[config.mk]
export PLATFORM = sky130hd
export DESIGN_NAME = mem_access_ctrl_flat
export DESIGN_NICKNAME = d
export VERILOG_FILES = /design/src/rtl/mem_access_ctrl_pkg.sv /design/src/rtl/mem_access_ctrl_if.sv /design/src/rtl/mem_access_ctrl_lane_extract_extend.sv /design/src/rtl/mem_access_ctrl.sv /design/src/flat_wrapper.sv
export SDC_FILE = /design/constraint.sdc
export NUM_CORES = 1
export LEC_CHECK = 0
export ABC_AREA = 0
export ABC_CLOCK_PERIOD_IN_PS = 5100
export CAP_MARGIN = 40
export CELL_PAD_IN_SITES_DETAIL_PLACEMENT = 1
export CELL_PAD_IN_SITES_GLOBAL_PLACEMENT = 1
export CORE_UTILIZATION = 36
export DETAILED_ROUTE_END_ITERATION = 7
export HOLD_SLACK_MARGIN = 0.06
export PLACE_DENSITY_LB_ADDON = 0.12
export SLEW_MARGIN = 20
export SYNTH_ARGS = -nofsm -noshare
export SYNTH_HDL_FRONTEND = slang
export SYNTH_SLANG_ARGS = --single-unit
[constraint.sdc]
create_clock -name clk -period 5.1 [get_ports clk]
set_clock_uncertainty 0.1 [all_clocks]
set_input_delay 0.51 -clock clk [delete_from_list [all_inputs] [get_ports clk]]
set_output_delay 0.51 -clock clk [all_outputs]
set_load 0.05 [all_outputs]
[src/rtl/mem_access_ctrl_pkg.sv]
// Shared encodings and helpers for the data-memory access sequencer.
package mem_access_pkg;

    localparam logic [2:0] LD_NONE = 3'b000;
    localparam logic [2:0] LD_W    = 3'b001;
    localparam logic [2:0] LD_BU   = 3'b010;
    localparam logic [2:0] LD_HU   = 3'b011;
    localparam logic [2:0] LD_B    = 3'b100;
    localparam logic [2:0] LD_H    = 3'b101;

    localparam logic [1:0] ST_B    = 2'b00;
    localparam logic [1:0] ST_H    = 2'b01;
    localparam logic [1:0] ST_W    = 2'b10;
    localparam logic [1:0] ST_NONE = 2'b11;

    typedef enum logic [2:0] {
        S_IDLE = 3'd0,
        S_REQ  = 3'd1,
        S_WAIT = 3'd2,
        S_DONE = 3'd3,
        S_ERR  = 3'd4
    } state_t;

    // Map a load code onto the access size, using the store size encoding.
    function automatic logic [1:0] load_size(input logic [2:0] ld);
        case (ld)
            LD_W:        return ST_W;
            LD_BU, LD_B: return ST_B;
            LD_HU, LD_H: return ST_H;
            default:     return ST_NONE;
        endcase
    endfunction

    // Natural alignment check for a given access size.
    function automatic logic is_aligned(input logic [1:0] size, input logic [1:0] a);
        case (size)
            ST_W:    return (a == 2'b00);
            ST_H:    return ~a[0];
            default: return 1'b1;
        endcase
    endfunction

    // Byte enables for an access of the given size at byte lane.
    function automatic logic [3:0] byte_en(input logic [1:0] size, input logic [1:0] lane);
        case (size)
            ST_B:    return 4'b0001 << lane;
            ST_H:    return 4'b0011 << lane;
            ST_W:    return 4'b1111;
            default: return 4'b0000;
        endcase
    endfunction

    // Replicate right-aligned store data across all lanes.
    function automatic logic [31:0] lane_data(input logic [1:0] size, input logic [31:0] wdata);
        case (size)
            ST_B:    return {4{wdata[7:0]}};
            ST_H:    return {2{wdata[15:0]}};
            default: return wdata;
        endcase
    endfunction

endpackage

[src/rtl/mem_access_ctrl_if.sv]
// Pipeline-side request/response and memory-port handshake bundle.
interface mem_access_ctrl_if;
    logic        ReqValid;
    logic        ReqWrite;
    logic [2:0]  LoadSignal;
    logic [1:0]  StoreSize;
    logic [31:0] Addr;
    logic [31:0] WData;
    logic        Stall;
    logic        RspValid;
    logic [31:0] RData;
    logic        AlignErr;
    logic        TimeoutErr;
    logic        MemReq;
    logic        MemWe;
    logic [31:0] MemAddr;
    logic [3:0]  MemBE;
    logic [31:0] MemWData;
    logic        MemGnt;
    logic        MemRValid;
    logic [31:0] MemRData;

    modport slave (
        input  ReqValid, ReqWrite, LoadSignal, StoreSize, Addr, WData,
        input  MemGnt, MemRValid, MemRData,
        output Stall, RspValid, RData, AlignErr, TimeoutErr,
        output MemReq, MemWe, MemAddr, MemBE, MemWData
    );

    modport master (
        output ReqValid, ReqWrite, LoadSignal, StoreSize, Addr, WData,
        output MemGnt, MemRValid, MemRData,
        input  Stall, RspValid, RData, AlignErr, TimeoutErr,
        input  MemReq, MemWe, MemAddr, MemBE, MemWData
    );
endinterface

[src/rtl/mem_access_ctrl_lane_extract_extend.sv]
// Selects the addressed byte/half from a read word and extends it per load type.
module lane_extract_extend
    import mem_access_pkg::*;
(
    input  logic [31:0] word,
    input  logic [1:0]  lane,
    input  logic [2:0]  ld_code,
    output logic [31:0] result
);

    logic [7:0]  byte_sel;
    logic [15:0] half_sel;

    // Lane select followed by zero/sign extension.
    always_comb begin
        byte_sel = 8'(word >> {lane, 3'b000});
        half_sel = lane[1] ? word[31:16] : word[15:0];
        case (ld_code)
            LD_W:    result = word;
            LD_BU:   result = {24'h0, byte_sel};
            LD_B:    result = {{24{byte_sel[7]}}, byte_sel};
            LD_HU:   result = {16'h0, half_sel};
            LD_H:    result = {{16{half_sel[15]}}, half_sel};
            default: result = 32'h0;
        endcase
    end

endmodule

[src/rtl/mem_access_ctrl.sv]
// Multicycle load/store sequencer between the MEM stage and a handshaked data memory.
module mem_access_ctrl
    import mem_access_pkg::*;
#(
    parameter int unsigned TIMEOUT = 16,
    parameter int unsigned CNT_W   = 8
) (
    input  logic               clk,
    input  logic               rst_n,
    mem_access_ctrl_if.slave   bus
);

    state_t             state_q, state_d;
    logic [CNT_W-1:0]   cnt_q, cnt_d;
    logic               write_q, write_d;
    logic [2:0]         ld_q, ld_d;
    logic [1:0]         lane_q, lane_d;
    logic               rsp_valid_q, rsp_valid_d;
    logic               align_err_q, align_err_d;
    logic               timeout_err_q, timeout_err_d;
    logic [31:0]        rdata_q, rdata_d;
    logic               mem_req_q, mem_req_d;
    logic               mem_we_q, mem_we_d;
    logic [31:0]        mem_addr_q, mem_addr_d;
    logic [3:0]         mem_be_q, mem_be_d;
    logic [31:0]        mem_wdata_q, mem_wdata_d;

    logic [1:0]         req_size;
    logic               req_ok;
    logic               stall_c;
    logic [31:0]        ext_data;

    lane_extract_extend u_extract (
        .word    (bus.MemRData),
        .lane    (lane_q),
        .ld_code (ld_q),
        .result  (ext_data)
    );

    // Next-state, request latching and response generation.
    always_comb begin
        state_d       = state_q;
        cnt_d         = cnt_q;
        write_d       = write_q;
        ld_d          = ld_q;
        lane_d        = lane_q;
        rsp_valid_d   = 1'b0;
        align_err_d   = 1'b0;
        timeout_err_d = 1'b0;
        rdata_d       = rdata_q;
        mem_req_d     = mem_req_q;
        mem_we_d      = mem_we_q;
        mem_addr_d    = mem_addr_q;
        mem_be_d      = mem_be_q;
        mem_wdata_d   = mem_wdata_q;
        stall_c       = 1'b0;

        req_size = bus.ReqWrite ? bus.StoreSize : load_size(bus.LoadSignal);
        req_ok   = bus.ReqValid && (req_size != ST_NONE);

        case (state_q)
            S_IDLE: begin
                if (req_ok) begin
                    stall_c = 1'b1;
                    if (!is_aligned(req_size, bus.Addr[1:0])) begin
                        state_d     = S_ERR;
                        align_err_d = 1'b1;
                    end else begin
                        state_d     = S_REQ;
                        write_d     = bus.ReqWrite;
                        ld_d        = bus.ReqWrite ? LD_NONE : bus.LoadSignal;
                        lane_d      = bus.Addr[1:0];
                        mem_req_d   = 1'b1;
                        mem_we_d    = bus.ReqWrite;
                        mem_addr_d  = {bus.Addr[31:2], 2'b00};
                        mem_be_d    = byte_en(req_size, bus.Addr[1:0]);
                        mem_wdata_d = bus.ReqWrite ? lane_data(req_size, bus.WData) : 32'h0;
                    end
                end
            end
            S_REQ: begin
                stall_c = 1'b1;
                if (bus.MemGnt) begin
                    mem_req_d   = 1'b0;
                    mem_we_d    = 1'b0;
                    mem_addr_d  = 32'h0;
                    mem_be_d    = 4'h0;
                    mem_wdata_d = 32'h0;
                    if (write_q) begin
                        state_d     = S_DONE;
                        rsp_valid_d = 1'b1;
                        rdata_d     = 32'h0;
                    end else begin
                        state_d = S_WAIT;
                        cnt_d   = '0;
                    end
                end
            end
            S_WAIT: begin
                stall_c = 1'b1;
                cnt_d   = cnt_q + CNT_W'(1);
                if (bus.MemRValid) begin
                    state_d     = S_DONE;
                    rsp_valid_d = 1'b1;
                    rdata_d     = ext_data;
                end else if (cnt_q == CNT_W'(TIMEOUT - 1)) begin
                    state_d       = S_ERR;
                    timeout_err_d = 1'b1;
                end
            end
            S_DONE: begin
                state_d = S_IDLE;
            end
            S_ERR: begin
                stall_c = 1'b1;
                state_d = S_IDLE;
            end
            default: begin
                state_d = S_IDLE;
            end
        endcase
    end

    // State and registered outputs; reset drops any in-flight access.
    always_ff @(posedge clk or negedge rst_n) begin
        if (!rst_n) begin
            state_q       <= S_IDLE;
            cnt_q         <= '0;
            write_q       <= 1'b0;
            ld_q          <= LD_NONE;
            lane_q        <= 2'b00;
            rsp_valid_q   <= 1'b0;
            align_err_q   <= 1'b0;
            timeout_err_q <= 1'b0;
            rdata_q       <= 32'h0;
            mem_req_q     <= 1'b0;
            mem_we_q      <= 1'b0;
            mem_addr_q    <= 32'h0;
            mem_be_q      <= 4'h0;
            mem_wdata_q   <= 32'h0;
        end else begin
            state_q       <= state_d;
            cnt_q         <= cnt_d;
            write_q       <= write_d;
            ld_q          <= ld_d;
            lane_q        <= lane_d;
            rsp_valid_q   <= rsp_valid_d;
            align_err_q   <= align_err_d;
            timeout_err_q <= timeout_err_d;
            rdata_q       <= rdata_d;
            mem_req_q     <= mem_req_d;
            mem_we_q      <= mem_we_d;
            mem_addr_q    <= mem_addr_d;
            mem_be_q      <= mem_be_d;
            mem_wdata_q   <= mem_wdata_d;
        end
    end

    assign bus.Stall      = stall_c;
    assign bus.RspValid   = rsp_valid_q;
    assign bus.RData      = rdata_q;
    assign bus.AlignErr   = align_err_q;
    assign bus.TimeoutErr = timeout_err_q;
    assign bus.MemReq     = mem_req_q;
    assign bus.MemWe      = mem_we_q;
    assign bus.MemAddr    = mem_addr_q;
    assign bus.MemBE      = mem_be_q;
    assign bus.MemWData   = mem_wdata_q;

endmodule
[src/flat_wrapper.sv]
// flat-port wrapper written by rule: the top's interface ports become plain ports
module mem_access_ctrl_flat import mem_access_pkg::*;
#(
    parameter int unsigned TIMEOUT = 16,
    parameter int unsigned CNT_W   = 8
)
  (clk, rst_n, bus_ReqValid, bus_ReqWrite, bus_LoadSignal, bus_StoreSize, bus_Addr, bus_WData, bus_MemGnt, bus_MemRValid, bus_MemRData, bus_Stall, bus_RspValid, bus_RData, bus_AlignErr, bus_TimeoutErr, bus_MemReq, bus_MemWe, bus_MemAddr, bus_MemBE, bus_MemWData);
  mem_access_ctrl_if bus_i ();
  input  logic clk;
  input  logic rst_n;
  input wire logic [$bits(bus_i.ReqValid)-1:0] bus_ReqValid;
  input wire logic [$bits(bus_i.ReqWrite)-1:0] bus_ReqWrite;
  input wire logic [$bits(bus_i.LoadSignal)-1:0] bus_LoadSignal;
  input wire logic [$bits(bus_i.StoreSize)-1:0] bus_StoreSize;
  input wire logic [$bits(bus_i.Addr)-1:0] bus_Addr;
  input wire logic [$bits(bus_i.WData)-1:0] bus_WData;
  input wire logic [$bits(bus_i.MemGnt)-1:0] bus_MemGnt;
  input wire logic [$bits(bus_i.MemRValid)-1:0] bus_MemRValid;
  input wire logic [$bits(bus_i.MemRData)-1:0] bus_MemRData;
  output wire logic [$bits(bus_i.Stall)-1:0] bus_Stall;
  output wire logic [$bits(bus_i.RspValid)-1:0] bus_RspValid;
  output wire logic [$bits(bus_i.RData)-1:0] bus_RData;
  output wire logic [$bits(bus_i.AlignErr)-1:0] bus_AlignErr;
  output wire logic [$bits(bus_i.TimeoutErr)-1:0] bus_TimeoutErr;
  output wire logic [$bits(bus_i.MemReq)-1:0] bus_MemReq;
  output wire logic [$bits(bus_i.MemWe)-1:0] bus_MemWe;
  output wire logic [$bits(bus_i.MemAddr)-1:0] bus_MemAddr;
  output wire logic [$bits(bus_i.MemBE)-1:0] bus_MemBE;
  output wire logic [$bits(bus_i.MemWData)-1:0] bus_MemWData;
  assign bus_i.ReqValid = bus_ReqValid;
  assign bus_i.ReqWrite = bus_ReqWrite;
  assign bus_i.LoadSignal = bus_LoadSignal;
  assign bus_i.StoreSize = bus_StoreSize;
  assign bus_i.Addr = bus_Addr;
  assign bus_i.WData = bus_WData;
  assign bus_i.MemGnt = bus_MemGnt;
  assign bus_i.MemRValid = bus_MemRValid;
  assign bus_i.MemRData = bus_MemRData;
  assign bus_Stall = bus_i.Stall;
  assign bus_RspValid = bus_i.RspValid;
  assign bus_RData = bus_i.RData;
  assign bus_AlignErr = bus_i.AlignErr;
  assign bus_TimeoutErr = bus_i.TimeoutErr;
  assign bus_MemReq = bus_i.MemReq;
  assign bus_MemWe = bus_i.MemWe;
  assign bus_MemAddr = bus_i.MemAddr;
  assign bus_MemBE = bus_i.MemBE;
  assign bus_MemWData = bus_i.MemWData;
  mem_access_ctrl #(.TIMEOUT(TIMEOUT), .CNT_W(CNT_W)) u_core (.clk(clk), .rst_n(rst_n), .bus(bus_i));
endmodule
## Yosys cells after proc, flatten, opt, wreduce, memory -nomap -nowiden

Index checks and enable logic that the tools add are counted.

| cells by class | value |
|---|---|
| bitwise operators | 1 |
| add/subtract/negate cells | 1 |
| shift operators | 3 |
| eq/ne operators | 24 |
| reductions and logical operators | 14 |
| mux-type cells | 55 |

Operator list:

| operator | count |
|---|---|
| $mux W32 | 9 |
| $pmux W32 S2 | 4 |
| $pmux W32 S5 | 1 |
| $shr A32 B5 Y8 | 1 |
| $mux W1 | 18 |
| $mux W3 | 6 |
| $mux W16 | 1 |
| $mux W8 | 2 |
| $pmux W8 S2 | 1 |
| $eq A3 B2 Y1 const B | 5 |
| $eq A3 B3 Y1 const B | 5 |
| $mux W4 | 3 |
| $pmux W4 S3 | 1 |
| $pmux W1 S2 | 5 |
| $eq A3 B1 Y1 const B | 3 |
| $pmux W3 S3 | 1 |
| $reduce_and A3 Y1 | 3 |
| $add A8 B1 Y8 const B | 1 |
| $eq A8 B4 Y1 const B | 1 |
| $ne A2 B2 Y1 const B | 4 |
| $pmux W4 S2 | 1 |
| $reduce_and A4 Y1 | 2 |
| $ne A2 B1 Y1 const B | 3 |
| $pmux W2 S3 | 1 |
| 13 further kinds | 16 |

| storage, ports and cells | value |
|---|---|
| register bits after elaboration | 122 |
| bits of input ports | 107 |
| output and inout port bits | 106 |

## Depth between registers and ports, before layout

| depth | value |
|---|---|
| word-level depth | 11 |
| mapped depth | 12 |
| mapped depth without buffers | 9 |

## Modules after synthesis

Synthesis repeated with hierarchy kept, for this count alone.

| unflattened totals | value |
|---|---|
| cell total of the unflattened synthesis | 536 |
| area total of the unflattened synthesis | 6002.0 µm² |

Modules (own cells, without submodules):

| module | area an instance (µm²) | times used | cells an instance |
|---|---|---|---|
| mem_access_ctrl | 5023.6 | 1 | 400 |
| lane_extract_extend | 978.4 | 1 | 136 |

## Least setup slack after synthesis

OpenSTA, ideal clock, no wires.

| timing | value |
|---|---|
| kind | input to output |
| from | in bus_LoadSignal[2] |
| to | out bus_Stall |
| slack | 2274 ps |
| arrival | 2216 ps |
| stages on the path | 6 |
| buffers on the path | 0 |
| path through | xnor2_1 mux2i_1 inv_1 ha_1 nand2b_1 a21oi_1 |

| between the ends | value |
|---|---|
| cells in the longest elaborated chain, start to end | 8 |
| elaborated cells between the ends (all ways) | 13 |

RTL lines:

| what | line | text |
|---|---|---|
| start, declared | flat_wrapper.sv:13 | `input wire logic [$bits(bus_i.LoadSignal)-1:0] bus_LoadSignal;` |
| $eq A3 B2 Y1 or $eq A3 B3 Y1 (tied branches) | mem_access_ctrl_pkg.sv:26 | `case (ld)` |
| $reduce_or A2 Y1 | mem_access_ctrl_pkg.sv:26 |  |
| $pmux W2 S3 (*) | mem_access_ctrl_pkg.sv:26 |  |
| $mux W2 (*) | mem_access_ctrl.sv:58 | `req_size = bus.ReqWrite ? bus.StoreSize : load_size(bus.LoadSignal);` |
| $ne A2 B2 Y1 (*) | mem_access_ctrl.sv:59 | `req_ok = bus.ReqValid && (req_size != ST_NONE);` |
| $logic_and A1 B1 Y1 (*) | mem_access_ctrl.sv:59 |  |
| $mux W1 (*) | mem_access_ctrl.sv:63 | `if (req_ok) begin` |
| $pmux W1 S2 (*) | mem_access_ctrl.sv:61 | `case (state_q)` |
| end, declared | flat_wrapper.sv:20 | `output wire logic [$bits(bus_i.Stall)-1:0] bus_Stall;` |

Mark *: on every way between the ends. The rest lies on a longest branch, timed or not.

## Worst setup path after layout

| timing | value |
|---|---|
| from | in bus_ReqWrite |
| to | out bus_Stall |

| between the ends | value |
|---|---|
| cells in the longest elaborated chain, start to end | 5 |

RTL lines:

| what | line | text |
|---|---|---|
| start, declared | flat_wrapper.sv:12 | `input wire logic [$bits(bus_i.ReqWrite)-1:0] bus_ReqWrite;` |
| $mux W2 | mem_access_ctrl.sv:58 |  |
| $ne A2 B2 Y1 | mem_access_ctrl.sv:59 |  |
| $logic_and A1 B1 Y1 | mem_access_ctrl.sv:59 |  |
| $mux W1 | mem_access_ctrl.sv:63 |  |
| $pmux W1 S2 | mem_access_ctrl.sv:61 |  |

Every way passes these cells.

==> results.cfg <==
[status]
status = finished, final reports clean

[power]
p_switching_w = 0.002538
power_leakage_nw = 3.752
seqPwrFrac_pct = 27.1
vdd_drop_max_mv = 0.3296
intPower_w = 0.003182
cellPowerDensity_mw_per_mm2 = 659.0
clockPowerShare_pct = 22.9
finalPower_w = 0.005720
switching_share_pct = 44.37
p_comb_share_pct = 50.0

[routing]
remaining_drc_errors = 0
wl_met1_um = 8157
met3_length_um = 1143
drt-pass1-iter-count = 4
wl_per_cell_um = 20.38
wl_met2_um = 9475
highest_layer = met4
ant_nets = 0
wl_um = 19080
vias_per_cell = 5.464
drtIter0Drc = 271
route.vias.total = 5114

[flow_run]
drv_cap = 0

[floorplan]
dieArea_mm2 = 0.01640
die_h_um = 128.1
placeableCoreArea_mm2 = 0.01537
rows = 45
start_util_pct = 37.22
dieWidth_um = 128.1
ios = 213

[synthesis]
ys_warn_count = 0
synth_seq_cells = 120
synth_edf_count = 0
syn-instance-count = 512
synth_top_area_share_pct = 52.48
ys_types = 54
ys.flop_type = dfrtp_1
postSynthAreaPerCell_um2 = 11.18
ys_seq_area_share_pct = 52.48
async_reset_ff_share_pct = 100.0
synthTopCellsByArea = dfrtp_1 52%, a22o_1 9.0%, mux2i_1 5.8%
yosysTopAreaCell = dfrtp_1
syn_area_mm2 = 0.005722

[finish]
diodes = 0
nets = 824
nFillCells = 1590
layout_common_cells = 209 x clkdlybuf4s50_1, 120 x dfrtp_1, 59 x a22o_1
fin_area_mm2 = 0.008680
syn2layout_area_growth_pct = 51.69
final_common_cell = clkdlybuf4s50_1
final_layout_size_suffix_gt1_share_pct = 7.448
fin_util_pct = 56.47

[cts]
clk_pin_slew_ns = 0.06
cts_htree_levels = 4
cts-root-buf = clkbuf_16
post_cts_resized = 0
clock-sinks = 120
cts_tree = built
cts_max_path_buffers = 2
clock_latency_ns = 0.41
cts_buffers = 17

[worst_setup_path]
critPathMaxFanout = 11
path_buf_inv = 3
slowest_stage = clkdlybuf4s50_1
startpoint_type = primary input
ff2ff_path_depth = 5
path_common_cell = clkdlybuf4s50_1
critPathArrivalTime_ns = 3.32
required_ns = 4.49
crit_chain = clkdlybuf4s50_1 -> mux2i_1 -> inv_1 -> ha_1 -> nand2b_1 -> a21oi_1 -> clkdlybuf4s50_1
reg2reg_slack_ns = 2.44
rr_endpoint = u_core.bus.MemWData[1]$_DFFE_PN0P_
cp-startpoint = bus_ReqWrite
critical_path_class = primary input to primary output
timing.rr.start = u_core.state_q[1]$_DFFE_PN0P_
cp_num_cells = 7
cp_slowest_stage_delay_ns = 0.83
cp_top_family = buffers and inverters
crit_path_end = bus_Stall
crit_path_end_kind = primary output

[sta]
grt_setup_unrepaired = false
worst_slack_ns = 1.173
relSlewSlack_pct = 49.96
finalCriticalPeriod_ns = 3.927
setup-violations-final = 0
hold_violations = 0
slew_viol_final = 0
period_share_pct = 77.01
worstMarginPinSlew_ns = 0.7504
tns_ns = 0
fmax_ghz = 0.2546

[grt]
grt_pass1_wl_um = 30370
grt_overflow = 0
grt_max_degree = 68
antenna_found_initial = 0
grt_pass1_vias = 5430
grt_use_total_pct = 24.25

[place]
preCtsSetupSlack_ns = 1.033
gp_congestion = 0.8230
hpwl_um = 13410
portBuffers = 210
placed_area_mm2 = 0.008019

[min_path]
hp-class = register to register
cell usage after synthesis, types with 3 or more instances:
cell type  count
dfrtp_1      120
a22o_1        59
o21ai_0       42
a22oi_1       40
nand2_1       40
mux2i_1       33
clkbuf_1      26
o2bb2ai_1     24
nor2_1        11
buf_2         10
o221ai_1       7
inv_1          6
nand2b_1       6
nand3b_1       6
a21o_1         5
a21oi_1        5
ha_1           5
mux2_2         5
nand3_1        5
nor2b_1        5
nor3_1         4
buf_4          3
xor2_1         3
routing by layer:
layer | vias up | GRT usage [%]
li1 | 2355 | -
met3 | 21 | 6.553
met2 | 150 | 40.63
met4 | 0 | 8.512
met5 | - | 0
met1 | 2588 | 30.11
worst min path at each step:
stage / start / endpoint / slack (ns) / depth (start not counted)
CTS: u_core.bus.MemWData[21]$_DFFE_PN0P_ / u_core.bus.MemWData[21]$_DFFE_PN0P_ / 0.39 / 1
detailed placement: rst_n / u_core.bus.RData[12]$_DFFE_PN0P_ / 0.30 / 1
global route: u_core.bus.MemWData[21]$_DFFE_PN0P_ / u_core.bus.MemWData[21]$_DFFE_PN0P_ / 0.41 / 1
finish: u_core.bus.MemWData[21]$_DFFE_PN0P_ / u_core.bus.MemWData[21]$_DFFE_PN0P_ / 0.39 / 1
floorplan: rst_n / u_core.bus.AlignErr$_DFF_PN0_ / 0.11 / 0
global placement: u_core.bus.MemWe$_DFFE_PN0P_ / u_core.bus.MemWe$_DFFE_PN0P_ / 0.36 / 1
what timing repair did:
item	CTS	global route
hold buffers	1	0
hold endpoints to repair	17	0
buffers inserted	0	0
stage by stage:
step                std cells  hold WS (ns)
global route              936        0.4052
floorplan                 513        0.1144
detailed placement        902        0.2994
CTS                       935        0.3938
finish                    936        0.3906
global placement          900        0.3608
area by class of cell:
| cell class | count | area [um2] | share of cell area (%) |
|---|---|---|---|
| sequential | 120 | 3003 | 34.60 |
| multi-input combinational | 345 | 2527 | 29.12 |
| timing repair buffer | 222 | 2227 | 25.66 |
| clock buffer | 19 | 432.9 | 4.988 |
| tap | 211 | 264.0 | 3.042 |
| clock inverter | 13 | 202.7 | 2.335 |
| inverter | 6 | 22.52 | 0.2595 |
registers in the layout, indices dropped and copies added, names as in the netlist:
signal	count
u_core.bus.MemBE	4
u_core.bus.MemReq	1
u_core.write_q	1
u_core.bus.MemWData	32
u_core.state_q	3
u_core.bus.MemWe	1
u_core.bus.AlignErr	1
u_core.bus.TimeoutErr	1
u_core.bus.RspValid	1
u_core.ld_q	3
u_core.lane_q	2
u_core.bus.RData	32
u_core.cnt_q	8
u_core.bus.MemAddr	30
kinds of logic (layout without fill, tap and decap cells):
logic type | Yosys count | after routing | share of synthesized area, %
flip-flops | 120 | 120 | 52.48
buffers and inverters | 48 | 260 | 3.696
XOR/XNOR | 4 | 4 | 0.6124
other | 1 | 2 | 0.06554
adder cells (fa/ha/maj) | 6 | 6 | 1.268
AO/OA/AOI/OAI | 197 | 197 | 26.15
AND/OR/NAND/NOR | 98 | 98 | 8.965
multiplexers | 38 | 38 | 6.757
power groups by stage:
| stage | logic [W] | clock network (W) | registers [W] |
|---|---|---|---|
| 2_1_floorplan | 0.000919 | 0 | 0.00248 |
| 3_3_place_gp | 0.00278 | 0 | 0.00154 |
| 3_5_place_dp | 0.00285 | 0 | 0.00155 |
| 4_1_cts | 0.00287 | 0.00133 | 0.00155 |
| 5_1_grt | 0.00302 | 0.00137 | 0.00160 |
| 6_report | 0.00286 | 0.00131 | 0.00155 |
(Power assumes the default switching activity.)
